File: config.mk
export PLATFORM = sky130hd
export DESIGN_NAME = signed_sat_accumulator
export DESIGN_NICKNAME = d
export VERILOG_FILES = /design/src/rtl/signed_sat_accumulator_pkg.sv /design/src/rtl/signed_sat_accumulator_sat_add_w.sv /design/src/rtl/signed_sat_accumulator.sv
export SDC_FILE = /design/constraint.sdc
export NUM_CORES = 1
export LEC_CHECK = 0
export ABC_AREA = 1
export CORE_MARGIN = 5
export CORE_UTILIZATION = 55
export DETAILED_ROUTE_END_ITERATION = 12
export DONT_BUFFER_PORTS = 1
export PLACE_DENSITY_LB_ADDON = 0.15
export SYNTH_ARGS = -nofsm -noshare
export SYNTH_HDL_FRONTEND = slang
export SYNTH_HIERARCHICAL = 1
export SYNTH_SLANG_ARGS = --single-unit
File: constraint.sdc
create_clock -name clk -period 1.5 [get_ports clk]
set_input_delay 0.15 -clock clk [delete_from_list [all_inputs] [get_ports clk]]
set_output_delay 0.15 -clock clk [all_outputs]
set_load 0.05 [all_outputs]
File: src/rtl/signed_sat_accumulator_pkg.sv
// Shared types and saturation bounds for the signed saturating accumulator.
package sat_pkg;

    // Accumulating samples, or holding a finished burst result for the consumer.
    typedef enum logic {
        ACC = 1'b0,
        OUT = 1'b1
    } state_t;

    // Largest positive two's complement value representable in w bits.
    function automatic logic signed [31:0] sat_max(input int w);
        return (32'sd1 <<< (w - 1)) - 32'sd1;
    endfunction

    // Most negative two's complement value representable in w bits.
    function automatic logic signed [31:0] sat_min(input int w);
        return -(32'sd1 <<< (w - 1));
    endfunction

endpackage

File: src/rtl/signed_sat_accumulator_sat_add_w.sv
// Combinational signed adder that clamps to the W-bit range instead of wrapping.
module sat_add_w
    import sat_pkg::*;
#(
    parameter int W = 8
) (
    input  logic signed [W-1:0] a,
    input  logic signed [W-1:0] b,
    output logic signed [W-1:0] sum,
    output logic                overflow
);

    localparam logic signed [W-1:0] MAXV = W'(sat_max(W));
    localparam logic signed [W-1:0] MINV = W'(sat_min(W));

    logic signed [W-1:0] raw;

    // Overflow only when both operands share a sign that the wrapped sum lost.
    always_comb begin
        raw      = a + b;
        overflow = (a[W-1] == b[W-1]) && (raw[W-1] != a[W-1]);
        sum      = raw;
        if (overflow) begin
            sum = a[W-1] ? MINV : MAXV;
        end
    end

endmodule

File: src/rtl/signed_sat_accumulator.sv
// Burst accumulator: sums LEN signed samples with per-step saturation and
// hands each burst total downstream on a valid/ready port with a sticky
// saturation flag.
module signed_sat_accumulator
    import sat_pkg::*;
#(
    parameter int IN_W  = 4,
    parameter int ACC_W = 8,
    parameter int LEN   = 4
) (
    input  logic                    clk,
    input  logic                    rst_n,
    input  logic                    flush,
    input  logic                    up_valid,
    output logic                    up_ready,
    input  logic signed [IN_W-1:0]  up_data,
    output logic                    down_valid,
    input  logic                    down_ready,
    output logic signed [ACC_W-1:0] down_data,
    output logic                    down_sat
);

    localparam int              CNT_W = (LEN > 1) ? $clog2(LEN) : 1;
    localparam logic [CNT_W-1:0] LAST = CNT_W'(LEN - 1);

    state_t                  state_q, state_d;
    logic signed [ACC_W-1:0] acc_q, acc_d;
    logic [CNT_W-1:0]        cnt_q, cnt_d;
    logic                    sat_q, sat_d;
    logic signed [ACC_W-1:0] ddata_q, ddata_d;
    logic                    dsat_q, dsat_d;

    logic signed [ACC_W-1:0] sample_ext;
    logic signed [ACC_W-1:0] step_sum;
    logic                    step_ovf;
    logic                    accept;

    assign sample_ext = ACC_W'(up_data);

    // acc is always zero while a result is pending, so the same adder also
    // produces the first sample of the next burst in the OUT state.
    sat_add_w #(
        .W(ACC_W)
    ) u_add (
        .a       (acc_q),
        .b       (sample_ext),
        .sum     (step_sum),
        .overflow(step_ovf)
    );

    assign up_ready   = !flush && ((state_q == ACC) || down_ready);
    assign accept     = up_valid && up_ready;
    assign down_valid = (state_q == OUT);
    assign down_data  = ddata_q;
    assign down_sat   = dsat_q;

    // Next-state: accumulate, close a burst, release a result, or abort on flush.
    always_comb begin
        state_d = state_q;
        acc_d   = acc_q;
        cnt_d   = cnt_q;
        sat_d   = sat_q;
        ddata_d = ddata_q;
        dsat_d  = dsat_q;

        case (state_q)
            ACC: begin
                if (accept) begin
                    if (cnt_q == LAST) begin
                        ddata_d = step_sum;
                        dsat_d  = sat_q | step_ovf;
                        acc_d   = '0;
                        cnt_d   = '0;
                        sat_d   = 1'b0;
                        state_d = OUT;
                    end else begin
                        acc_d = step_sum;
                        cnt_d = cnt_q + CNT_W'(1);
                        sat_d = sat_q | step_ovf;
                    end
                end
            end
            OUT: begin
                if (down_ready) begin
                    state_d = ACC;
                end
                if (accept) begin
                    acc_d = step_sum;
                    cnt_d = CNT_W'(1);
                    sat_d = step_ovf;
                end
            end
            default: state_d = ACC;
        endcase

        // A flush never accepts a sample, so it only has to clear the partial burst.
        if (flush) begin
            acc_d = '0;
            cnt_d = '0;
            sat_d = 1'b0;
        end
    end

    // State and datapath registers; reset drops any partial burst and pending result.
    always_ff @(posedge clk or negedge rst_n) begin
        if (!rst_n) begin
            state_q <= ACC;
            acc_q   <= '0;
            cnt_q   <= '0;
            sat_q   <= 1'b0;
            ddata_q <= '0;
            dsat_q  <= 1'b0;
        end else begin
            state_q <= state_d;
            acc_q   <= acc_d;
            cnt_q   <= cnt_d;
            sat_q   <= sat_d;
            ddata_q <= ddata_d;
            dsat_q  <= dsat_d;
        end
    end

endmodule

==> impl_metrics.yaml <==
sta:
  rsz0062_at_grt: "yes"
  maxSlewViolCount: 0
  relSlewSlack_pct: 35.7
  max_freq_mhz: 579
  setup_ws_ns: -0.228
  tightest_slew_ns: 0.962
  hold_viol: 0
  period_needed_ns: 1.73
  finalClockSkew_ns: 0.0107
  timing.final.crit_share_pct: 115
  setup_viol: 18
worst_setup_path:
  r2r_slack_ns: -0.23
  arrival_ns: 1.95
  crit_path_end_kind: "register"
  setup.worst_path.start_class: "register"
  path_max_fanout: 8
  required_ns: 1.72
  worstSetupPathType: "register to register"
power:
  cellLeakagePower_nw: 0.948
  vdd_drop_max_mv: 0.949
  powerDensity_nw_per_um2: 1380
synthesis:
  synth-async-reset-ratio_pct: 100
  yosysTopAreaCell: "dfrtp_1"
  syn_nets: 192
  yosysSeqAreaShare_pct: 38.3
  ys_ff_latch: 21
  synth_cell_types: 27
  postSynthCellCount: 174
  synth.avg_cell_area_sq_um: 7.88
  yosysMostFrequentCell: "nand2_1"
  synth_warnings: 6
  synth-edff-count: 0
  synth_top_cells_by_area: "dfrtp_1 (38%), nand2_1 (18%), ha_1 (7.3%)"
  netlist_area_sq_um: 1370
  yosysTopAreaCellShare_pct: 38.3
  synthTopCellsByCount: "nand2_1 (67), dfrtp_1 (21), inv_1 (17)"
  synth_ff_type: "dfrtp_1"
clock_network:
  numCtsBuffers: 3
  cts_root_buf: "clkbuf_4"
  cts.clk_slew.worst_paths_ns: 0.14
  cts_sinks: 21
  htree_levels: 1
  clk_latency_ns: 0.33
  cts_tree: "done"
  clk_path_buf_depth: 2
detailed_routing:
  vias: 1299
  dr_wl_met2_um: 1830
  drt_iter0_markers: 78
  routed_via_density: 5.75
  wire_per_inst_um: 16.0
  drc_errors: 0
  ant_nets: 0
  routed_wl_um: 3620
  top_layer_used: "met4"
  drt-met1-wl_um: 1430
  dr_wl_met3_um: 190
  drt_first_pass_iters: 4
outcome:
  violations: "negative setup slack"
  status: "complete, but fails checks"
floorplanning:
  start_util_pct: 56.4
  die_w_um: 59.9
  rows: 18
  core_sq_um: 2430
  pin_count: 20
  die-area_sq_um: 3590
  die_h_um: 59.9
global_routing:
  grt_overflow: 0
  grt_antenna_before_repair: 0
  grt_pass1_vias: 1299
  grt_pass1_wl_um: 5680
  grt_start_max_net_pins: 22
  grtUsageTotal_pct: 21.3
cells_and_area:
  nNetsFinal: 215
  nFillCells: 164
  areaGrowthSynthToFinish_pct: 32.7
  fin_cells: 226
  drive_above_1_share_pct: 35.2
  diodes: 0
job:
  cap_viol_max_count: 0
place:
  dp_hpwl_um: 2380
  placedCellCount: 212
  pre_cts_ws_ns: -0.175
  gp_congestion: 0.824
  io_buffer_count: 0
hold_path:
  hold_class: "input pin to register"
registers in the layout, summed over array words and instances (netlist names):
signal / cells
acc_q: 8
cnt_q: 2
down_data: 8
down_sat: 1
down_valid: 1
sat_q: 1
placed cells by master, fill, tap and decap left out, types with 2 or more instances in the layout:
cell / instances
buf_4: 16
clkbuf_4: 3
nor2_1: 4
ha_1: 2
o21ai_0: 3
nand3_2: 5
nand4_1: 10
inv_1: 15
dlygate4sd3_1: 2
nand2_4: 5
inv_2: 2
nand2_1: 55
dfrtp_1: 21
a21oi_4: 3
nor2_4: 3
nand2_2: 9
nand3_1: 12
ha_4: 5
nand3_4: 2
buf_6: 3
a21oi_2: 2
worst max-delay path, stage by stage (launching register included):
cell and delay (ns):
dfrtp_1 0.44, ha_4 0.26, nand2_4 0.08, nand2_4 0.06, a21oi_4 0.22, nand2_4 0.11
nand2_8 0.11, nand2_1 0.09, inv_2 0.07, nand2_1 0.05, nand4_1 0.08, nand2_1 0.05
power by group:
part	switching [mW]	internal, mW	leakage [nW]
clock network	0.201	0.100	0.0177
registers	0.411	0.697	0.280
logic	0.601	0.498	0.650
timing repair:
item / in CTS / in global routing
endpoints found under the setup margin: 18 / 20
setup buffers: 4 / 4
hold buffers: 2 / 0
gates resized for setup: 19 / 19
endpoints found under the hold margin: 30 / 0
pin swaps: 7 / 7
final timing paths:
check                           startpoint    endpoint  cells past startpoint
min in group asynchronous            rst_n    acc_q[4]                      1
worst min-delay path              up_valid  down_valid                      2
worst max-delay path              acc_q[4]    down_sat                     11
worst max register to register    acc_q[4]    down_sat                     11
worst min register to register       sat_q       sat_q                      2
max in group asynchronous            rst_n    cnt_q[0]                      1
per-stage QoR:
stage          utilization (%)  setup TNS [ns]  power [mW]  instance area [sq um]  hold WS (ns)
6_report                  74.8           -2.73        2.51                   1820        0.0742
5_1_grt                   74.8           -3.78        2.65                   1820        0.0763
4_1_cts                   70.3           -1.77        2.35                   1710       0.00965
3_5_place_dp              63.9           -1.82        1.91                   1550        -0.145
3_3_place_gp              63.9          -0.957        1.87                   1550        -0.145
2_1_floorplan                -         -0.0463        1.69                   1460        -0.146
layout make-up:
cell class	instances	area (sq um)	share of cell area (%)
Sequential cell	21	526	28.9
Tap cell	30	37.5	2.06
Inverter	17	63.8	3.51
Multi-Input combinational cell	132	971	53.4
Clock buffer	3	22.5	1.24
Timing Repair Buffer	22	194	10.7
Clock inverter	1	5.00	0.275
metal layers:
metal | vias to the layer above | track usage (%)
met3 | 19 | 3.46
met2 | 46 | 35.6
met5 | - | 0
met4 | 0 | 13.9
li1 | 613 | -
met1 | 621 | 24.9
cell families (layout without fill, tap and decap cells):
| group | after synthesis | count (layout) | share of synthesized area (%) |
|---|---|---|---|
| AND/OR/NAND/NOR | 111 | 111 | 39.1 |
| adder cells (fa/ha/maj) | 9 | 9 | 8.76 |
| buffers and inverters | 21 | 43 | 8.12 |
| AO/OA/AOI/OAI | 9 | 9 | 3.83 |
| XOR/XNOR | 3 | 3 | 1.92 |
| flip-flops | 21 | 21 | 38.3 |
(Power assumes the default switching activity.)
